`src/rtl/spi_slave_fifo_if.sv`:
```
// rtl/spi_slave_fifo_if.sv - RX/TX word streams between the SPI slave and its host logic
interface spi_slave_fifo_if #(
    parameter int DW = 8
) ();
    logic [DW-1:0] tx_data;
    logic          tx_valid;
    logic          tx_ready;
    logic [DW-1:0] rx_data;
    logic          rx_valid;
    logic          rx_ready;

    modport slave (
        input  tx_data, tx_valid, rx_ready,
        output tx_ready, rx_data, rx_valid
    );

    modport master (
        output tx_data, tx_valid, rx_ready,
        input  tx_ready, rx_data, rx_valid
    );
endinterface

```
`src/rtl/spi_slave_fifo.sv`:
```
// rtl/spi_slave_fifo.sv - SPI slave (any CPOL/CPHA, MSB first) with RX/TX word FIFOs
// Optional SPI_SLAVE_ERRCNT_EN adds saturating overflow/underflow counters.
module spi_slave_fifo #(
    parameter int            DW        = 8,
    parameter int            RX_AW     = 4,
    parameter int            TX_AW     = 4,
    parameter int            CPOL      = 0,
    parameter int            CPHA      = 0,
    parameter logic [DW-1:0] IDLE_WORD = '0
) (
    input  logic               clk,
    input  logic               rst_n,
    input  logic               spi_cs_n,
    input  logic               spi_sclk,
    input  logic               spi_mosi,
    output logic               spi_miso,
    spi_slave_fifo_if.slave    bus,
    output logic [RX_AW:0]     rx_level,
    output logic [TX_AW:0]     tx_level,
    output logic               busy,
    output logic               rx_ovf,
    output logic               tx_udf
`ifdef SPI_SLAVE_ERRCNT_EN
    ,
    output logic [7:0]         ovf_cnt,
    output logic [7:0]         udf_cnt
`endif
);
    localparam int   CW             = $clog2(DW);
    localparam logic SCLK_IDLE      = (CPOL != 0);
    localparam logic SAMPLE_ON_RISE = ((CPOL != 0) == (CPHA != 0));

    localparam logic [1:0] ST_IDLE   = 2'd0;
    localparam logic [1:0] ST_LOAD   = 2'd1;
    localparam logic [1:0] ST_ACTIVE = 2'd2;

    logic [2:0]    cs_q;
    logic [2:0]    sclk_q;
    logic [1:0]    mosi_q;
    logic [1:0]    state_q, state_d;
    logic [CW-1:0] bit_cnt_q, bit_cnt_d;
    logic [DW-2:0] rx_shift_q, rx_shift_d;
    logic [DW-1:0] tx_shift_q, tx_shift_d;
    logic          skip_q, skip_d;
    logic          rx_ovf_q, rx_ovf_d;
    logic          tx_udf_q, tx_udf_d;

    logic          sclk_rise, sclk_fall, sample_edge, shift_edge;
    logic          cs_fall, cs_high;
    logic          load, frame_start;
    logic [DW-1:0] rx_word, tx_word;

    logic [DW-1:0]  rx_mem_q [2**RX_AW];
    logic [RX_AW:0] rx_wptr_q, rx_wptr_d, rx_rptr_q, rx_rptr_d;
    logic           rx_push, rx_pop, rx_wr, rx_full, rx_empty;

    logic [DW-1:0]  tx_mem_q [2**TX_AW];
    logic [TX_AW:0] tx_wptr_q, tx_wptr_d, tx_rptr_q, tx_rptr_d;
    logic           tx_push, tx_rd, tx_full, tx_empty;

    // CS sync chain resets low so a CS already held low at reset release is not seen as a new fall.
    always_ff @(posedge clk or negedge rst_n) begin
        if (!rst_n) begin
            cs_q   <= 3'b000;
            sclk_q <= {3{SCLK_IDLE}};
            mosi_q <= 2'b00;
        end else begin
            cs_q   <= {cs_q[1:0], spi_cs_n};
            sclk_q <= {sclk_q[1:0], spi_sclk};
            mosi_q <= {mosi_q[0], spi_mosi};
        end
    end

    assign sclk_rise   = sclk_q[1] & ~sclk_q[2];
    assign sclk_fall   = ~sclk_q[1] & sclk_q[2];
    assign sample_edge = SAMPLE_ON_RISE ? sclk_rise : sclk_fall;
    assign shift_edge  = SAMPLE_ON_RISE ? sclk_fall : sclk_rise;
    assign cs_fall     = cs_q[2] & ~cs_q[1];
    assign cs_high     = cs_q[1];

    assign rx_word = {rx_shift_q, mosi_q[1]};

    // A freshly loaded word must survive the next shift edge, except in CPHA=0 at frame start
    // where the first edge after the load is a sample edge.
    always_comb begin
        state_d     = state_q;
        bit_cnt_d   = bit_cnt_q;
        rx_shift_d  = rx_shift_q;
        tx_shift_d  = tx_shift_q;
        skip_d      = skip_q;
        rx_push     = 1'b0;
        load        = 1'b0;
        frame_start = 1'b0;
        case (state_q)
            ST_IDLE: begin
                if (cs_fall) begin
                    state_d     = ST_LOAD;
                    bit_cnt_d   = '0;
                    rx_shift_d  = '0;
                    load        = 1'b1;
                    frame_start = 1'b1;
                end
            end
            ST_LOAD: begin
                state_d = cs_high ? ST_IDLE : ST_ACTIVE;
            end
            ST_ACTIVE: begin
                if (cs_high) begin
                    state_d   = ST_IDLE;
                    bit_cnt_d = '0;
                end else begin
                    if (sample_edge) begin
                        rx_shift_d = rx_word[DW-2:0];
                        if (bit_cnt_q == CW'(DW - 1)) begin
                            rx_push   = 1'b1;
                            bit_cnt_d = '0;
                            load      = 1'b1;
                        end else begin
                            bit_cnt_d = bit_cnt_q + CW'(1);
                        end
                    end
                    if (shift_edge) begin
                        if (skip_q) begin
                            skip_d = 1'b0;
                        end else begin
                            tx_shift_d = {tx_shift_q[DW-2:0], 1'b0};
                        end
                    end
                end
            end
            default: state_d = ST_IDLE;
        endcase
        if (load) begin
            tx_shift_d = tx_word;
            skip_d     = (CPHA != 0) || !frame_start;
        end
    end

    assign rx_empty  = (rx_wptr_q == rx_rptr_q);
    assign rx_full   = (rx_wptr_q[RX_AW] != rx_rptr_q[RX_AW]) &&
                       (rx_wptr_q[RX_AW-1:0] == rx_rptr_q[RX_AW-1:0]);
    assign rx_pop    = bus.rx_ready && !rx_empty;
    assign rx_wr     = rx_push && (!rx_full || rx_pop);
    assign rx_wptr_d = rx_wptr_q + {{RX_AW{1'b0}}, rx_wr};
    assign rx_rptr_d = rx_rptr_q + {{RX_AW{1'b0}}, rx_pop};
    assign rx_ovf_d  = rx_push && rx_full && !rx_pop;

    // An empty TX FIFO hands a word pushed in the load cycle straight to the shifter.
    assign tx_empty  = (tx_wptr_q == tx_rptr_q);
    assign tx_full   = (tx_wptr_q[TX_AW] != tx_rptr_q[TX_AW]) &&
                       (tx_wptr_q[TX_AW-1:0] == tx_rptr_q[TX_AW-1:0]);
    assign tx_push   = bus.tx_valid && !tx_full;
    assign tx_rd     = load && (!tx_empty || tx_push);
    assign tx_word   = !tx_empty ? tx_mem_q[tx_rptr_q[TX_AW-1:0]] :
                       (tx_push ? bus.tx_data : IDLE_WORD);
    assign tx_wptr_d = tx_wptr_q + {{TX_AW{1'b0}}, tx_push};
    assign tx_rptr_d = tx_rptr_q + {{TX_AW{1'b0}}, tx_rd};
    assign tx_udf_d  = load && tx_empty && !tx_push;

    always_ff @(posedge clk) begin
        if (rx_wr) begin
            rx_mem_q[rx_wptr_q[RX_AW-1:0]] <= rx_word;
        end
        if (tx_push) begin
            tx_mem_q[tx_wptr_q[TX_AW-1:0]] <= bus.tx_data;
        end
    end

    always_ff @(posedge clk or negedge rst_n) begin
        if (!rst_n) begin
            state_q    <= ST_IDLE;
            bit_cnt_q  <= '0;
            rx_shift_q <= '0;
            tx_shift_q <= '0;
            skip_q     <= 1'b0;
            rx_ovf_q   <= 1'b0;
            tx_udf_q   <= 1'b0;
            rx_wptr_q  <= '0;
            rx_rptr_q  <= '0;
            tx_wptr_q  <= '0;
            tx_rptr_q  <= '0;
        end else begin
            state_q    <= state_d;
            bit_cnt_q  <= bit_cnt_d;
            rx_shift_q <= rx_shift_d;
            tx_shift_q <= tx_shift_d;
            skip_q     <= skip_d;
            rx_ovf_q   <= rx_ovf_d;
            tx_udf_q   <= tx_udf_d;
            rx_wptr_q  <= rx_wptr_d;
            rx_rptr_q  <= rx_rptr_d;
            tx_wptr_q  <= tx_wptr_d;
            tx_rptr_q  <= tx_rptr_d;
        end
    end

    assign spi_miso     = (state_q == ST_ACTIVE) ? tx_shift_q[DW-1] : 1'b0;
    assign busy         = (state_q != ST_IDLE);
    assign rx_ovf       = rx_ovf_q;
    assign tx_udf       = tx_udf_q;
    assign rx_level     = rx_wptr_q - rx_rptr_q;
    assign tx_level     = tx_wptr_q - tx_rptr_q;
    assign bus.rx_valid = !rx_empty;
    assign bus.rx_data  = rx_mem_q[rx_rptr_q[RX_AW-1:0]];
    assign bus.tx_ready = !tx_full;

`ifdef SPI_SLAVE_ERRCNT_EN
    logic [7:0] ovf_cnt_q, ovf_cnt_d;
    logic [7:0] udf_cnt_q, udf_cnt_d;

    assign ovf_cnt_d = (rx_ovf_q && ovf_cnt_q != 8'hFF) ? ovf_cnt_q + 8'd1 : ovf_cnt_q;
    assign udf_cnt_d = (tx_udf_q && udf_cnt_q != 8'hFF) ? udf_cnt_q + 8'd1 : udf_cnt_q;

    always_ff @(posedge clk or negedge rst_n) begin
        if (!rst_n) begin
            ovf_cnt_q <= 8'd0;
            udf_cnt_q <= 8'd0;
        end else begin
            ovf_cnt_q <= ovf_cnt_d;
            udf_cnt_q <= udf_cnt_d;
        end
    end

    assign ovf_cnt = ovf_cnt_q;
    assign udf_cnt = udf_cnt_q;
`else
    // Error counters are not built in this configuration.
`endif
endmodule

```
`src/flat_wrapper.sv`:
```
// flat-port wrapper written by rule: the top's interface ports become plain ports
module spi_slave_fifo_flat 
#(
    parameter int            DW        = 8,
    parameter int            RX_AW     = 4,
    parameter int            TX_AW     = 4,
    parameter int            CPOL      = 0,
    parameter int            CPHA      = 0,
    parameter logic [DW-1:0] IDLE_WORD = '0
)
  (clk, rst_n, spi_cs_n, spi_sclk, spi_mosi, spi_miso, rx_level, tx_level, busy, rx_ovf, tx_udf, bus_tx_data, bus_tx_valid, bus_rx_ready, bus_tx_ready, bus_rx_data, bus_rx_valid);
  spi_slave_fifo_if #(.DW(DW)) bus_i ();
  input  logic clk;
  input  logic rst_n;
  input  logic spi_cs_n;
  input  logic spi_sclk;
  input  logic spi_mosi;
  output logic spi_miso;
  output logic [RX_AW:0] rx_level;
  output logic [TX_AW:0] tx_level;
  output logic busy;
  output logic rx_ovf;
  output logic tx_udf;
  input wire logic [$bits(bus_i.tx_data)-1:0] bus_tx_data;
  input wire logic [$bits(bus_i.tx_valid)-1:0] bus_tx_valid;
  input wire logic [$bits(bus_i.rx_ready)-1:0] bus_rx_ready;
  output wire logic [$bits(bus_i.tx_ready)-1:0] bus_tx_ready;
  output wire logic [$bits(bus_i.rx_data)-1:0] bus_rx_data;
  output wire logic [$bits(bus_i.rx_valid)-1:0] bus_rx_valid;
  assign bus_i.tx_data = bus_tx_data;
  assign bus_i.tx_valid = bus_tx_valid;
  assign bus_i.rx_ready = bus_rx_ready;
  assign bus_tx_ready = bus_i.tx_ready;
  assign bus_rx_data = bus_i.rx_data;
  assign bus_rx_valid = bus_i.rx_valid;
  spi_slave_fifo #(.DW(DW), .RX_AW(RX_AW), .TX_AW(TX_AW), .CPOL(CPOL), .CPHA(CPHA), .IDLE_WORD(IDLE_WORD)) u_core (.clk(clk), .rst_n(rst_n), .spi_cs_n(spi_cs_n), .spi_sclk(spi_sclk), .spi_mosi(spi_mosi), .spi_miso(spi_miso), .bus(bus_i), .rx_level(rx_level), .tx_level(tx_level), .busy(busy), .rx_ovf(rx_ovf), .tx_udf(tx_udf));
endmodule
```
`config.mk`:
```
export PLATFORM = sky130hd
export DESIGN_NAME = spi_slave_fifo_flat
export DESIGN_NICKNAME = d
export VERILOG_FILES = /design/src/rtl/spi_slave_fifo_if.sv /design/src/rtl/spi_slave_fifo.sv /design/src/flat_wrapper.sv
export SDC_FILE = /design/constraint.sdc
export NUM_CORES = 1
export LEC_CHECK = 0
export BUFFER_PORTS_ARGS = -buffer_cell sky130_fd_sc_hd__buf_2
export CORE_ASPECT_RATIO = 1.2
export CORE_MARGIN = 5
export CORE_UTILIZATION = 58
export CTS_BUF_LIST = sky130_fd_sc_hd__clkbuf_8
export CTS_CLUSTER_DIAMETER = 80
export DETAILED_ROUTE_END_ITERATION = 8
export MAX_ROUTING_LAYER = met4
export PLACE_DENSITY_LB_ADDON = 0.05
export SYNTH_ARGS = -nofsm -noshare
export SYNTH_HDL_FRONTEND = slang
export SYNTH_SLANG_ARGS = --single-unit
```
`constraint.sdc`:
```
create_clock -name clk -period 2.9 [get_ports clk]
set_clock_uncertainty 0.15 [all_clocks]
set_input_delay 0.58 -clock clk [delete_from_list [all_inputs] [get_ports clk]]
set_output_delay 0.58 -clock clk [all_outputs]
set_load 0.005 [all_outputs]
```
==> flow_metrics.tcl <==
set metrics [dict create \
    outcome "complete, no violations" \
    cts-root-buf "clkbuf_8" \
    place.gp.congestion 0.8889 \
    num_vias 6696 \
    final_cell_area_um2 14580 \
    clock_latency_ns 0.56 \
    tightestPinTransition_ns 0.7609 \
    crit_arrival_ns 2.14 \
    drtIter0Drc 382 \
    startpoint_type "flip-flop" \
    vias_per_cell 5.869 \
    die_width_um 144.7 \
    wl_um 26790 \
    ir_worst_vdd_mv 0.9770 \
    critical_path_peak_fanout 10 \
    io_buffer_count 38 \
    firstDrtPassIters 5 \
    crit_chain "buf_12 -> mux4_2 -> nand2_1 -> and3_1 -> a31oi_1 -> buf_2" \
    p_switching_mw 3.877 \
    finalHoldViolCount 0 \
    rsz0062_at_grt "true" \
    yosysUniqueCellTypes 55 \
    cts_made_buffers 47 \
    dpl-instance-area_um2 13340 \
    grt_antenna_before_repair 1 \
    maxCapViolations 0 \
    cp-end-kind "primary output" \
    layout_commonest_cell "edfxtp_1" \
    finalCriticalPeriod_ns 2.875 \
    h-tree-depth 2 \
    setup_viol 0 \
    clockBufferDepth 3 \
    cts.clk_slew.worst_paths_ns 0.06 \
    hp-class "input pin to async pin" \
    p_per_area_nw_per_um2 874.1 \
    p_int_mw 8.862 \
    synth_area_leaders "edfxtp_1 (61%), dfrtp_1 (10%), mux4_2 (9.6%)" \
    slew_headroom_pct 49.27 \
    die_area_um2 24840 \
    combPwrFrac_pct 31.5 \
    grt_pass1_vias 7070 \
    setup_slack_ns 0.02539 \
    synth_flop_cell "edfxtp_1" \
    clockPowerShare_pct 26.7 \
    yosysTopAreaCell "edfxtp_1" \
    crit_type "flip-flop to primary output" \
    cts_tree "built" \
    pwr-share-seq_pct 41.7 \
    grt_max_degree 52 \
    syn2layout_area_growth_pct 15.42 \
    avgSynthCellArea_um2 17.56 \
    grtUsageTotal_pct 23.13 \
    pin_count 39 \
    rr_worst_depth 7 \
    worst_ep_required_time_ns 2.17 \
    rows 59 \
    netlist_area_um2 12630 \
    period_share_pct 99.12 \
    syn-instance-count 719 \
    coreArea_um2 21560 \
    wl_per_cell_um 23.48 \
    die_y_um 171.6 \
    synth-edff-count 256 \
    route.detailed.drc 0 \
    layout_common_cells "edfxtp_1 (256), mux4_2 (54), dfrtp_1 (50), nand2_1 (49), clkbuf_8 (49)" \
    cp-startpoint "u_core.rx_rptr_q[0]" \
    fmax_mhz 347.9 \
    synth_fp_nets 754 \
    r2r_start "u_core.rx_rptr_q[3]" \
    overflow 0 \
    cp_slowest_cell "mux4_2" \
    final_nets 865 \
    rrSetupSlack_ns 0.17 \
    leakage_nw 5.269 \
    p_sw_share_pct 30.43 \
    drive_above_1_share_pct 30.60 \
    cp_slowest_stage_delay_ns 0.50 \
    synthArstFlopShare_pct 16.61 \
    ys_seq_elements 307 \
    yosysWarnings 0 \
    utilization_pct 67.62 \
    final_antenna_net_count 0 \
    dpl.hpwl_um 18380 \
    post-synth-top-area-fraction_pct 60.87 \
    hold-worst-slack_ns 0.02023 \
    clock-sinks 307 \
    reg2reg_to "u_core.rx_mem_q[2][1]" \
    dp_slack_ns 0.1513 \
    initial_utilization_pct 58.58 \
    final_max_slew_viol_count 0 \
    grt_pass1_wl_um 41190 \
    synth-seq-area-share_pct 70.98 \
]
## logic make-up after synthesis
| family | synth area share, % |
|---|---|
| DFF | 70.98 |
| muxes | 12.05 |
| xor gates and xnor gates | 1.595 |
| buffers and inverters | 2.299 |
| and+or+nand+nor | 6.609 |
| adders and majority gates | 2.101 |
| AOI/OAI and AO/OA | 4.369 |
## worst max path at each step
stage                                  endpoint  slack, ns  cells after the start
after floorplan           u_core.tx_mem_q[0][0]      -0.20                     10
after global placement    u_core.rx_mem_q[8][2]       0.23                      6
after detailed placement  u_core.rx_mem_q[8][2]       0.15                      6
after CTS                        bus_rx_data[1]      -0.01                      6
after global routing             bus_rx_data[3]      -0.09                      6
final                            bus_rx_data[3]       0.03                      6
## through the flow
stage | setup TNS, ns | instances | total power, mW
after floorplan | -6.522 | 719 | 7.953
after global placement | 0 | 1043 | 9.071
after detailed placement | 0 | 1043 | 9.127
after CTS | -0.01994 | 1135 | 12.71
after global routing | -0.4488 | 1141 | 13.40
final | 0 | 1141 | 12.74
## cells in the mapped netlist, types with 6 or more instances
master and n:
xnor2_1 17, nand2b_1 12, a21oi_1 14, a31oi_1 13, mux2i_1 14, dfrtp_1 51
buf_2 12, ha_1 18, a211oi_1 8, nand3_1 14, nand2_1 58, o21ai_1 7
clkbuf_1 11, inv_1 19, mux4_2 54, xor2_1 6, nor3_1 6, and3_1 14
nor2_1 30, edfxtp_1 256
## state kept, by name, summed over array words and instances, names as in the netlist, 5 cells and up
| name | flops |
|---|---|
| u_core.rx_wptr_q | 5 |
| u_core.rx_shift_q | 7 |
| u_core.tx_wptr_q | 5 |
| u_core.tx_mem_q | 128 |
| u_core.tx_shift_q | 8 |
| u_core.rx_rptr_q | 5 |
| u_core.tx_rptr_q | 5 |
| u_core.rx_mem_q | 128 |
## power groups by stage
stage          Combinational (mW)  Clock, mW  Sequential, mW
2_1_floorplan                2.62          0            5.33
3_3_place_gp                 3.70          0            5.37
3_5_place_dp                 3.74          0            5.39
4_1_cts                      3.91       3.49            5.31
5_1_grt                      4.35       3.70            5.35
6_report                     4.02       3.41            5.32
## routing by layer
metal / GRT usage (%) / vias up / part of all wire (%)
met1: 27.24 / 3453 / 39
met4: 7.546 / 0 / 2.8
met5: - / - / 0
li1: - / 3043 / -
met3: 3.782 / 53 / 3.5
met2: 40.70 / 147 / 55
## timing repair
action | 4_1_cts | 5_1_grt
pin swaps | 3 | 3
setup buffers | 4 | 5
hold buffers | 3 | 0
endpoints found under the setup margin | 10 | 101
resized for setup | 15 | 33
endpoints found under the hold margin | 3 | 0
## critical path, delay by kind of cell (launching register included)
kind                   cells  cell delay [ns]
muxes                      1             0.50
DFF                        1             0.42
and+or+nand+nor            2             0.33
buffers and inverters      2             0.30
AOI/OAI and AO/OA          1             0.06
## layout make-up
| type | count | area, um^2 |
|---|---|---|
| well taps | 274 | 342.8 |
| multi-input cells | 356 | 3547 |
| fillers | 1486 | 6980 |
| diodes | 1 | 2.502 |
| repair buffers | 97 | 732.0 |
| flip-flops and latches | 307 | 8965 |
| clock inverters | 36 | 227.7 |
| clock buffers | 49 | 674.4 |
| inverters | 21 | 83.83 |
Power figures use the tool's default switching activity.
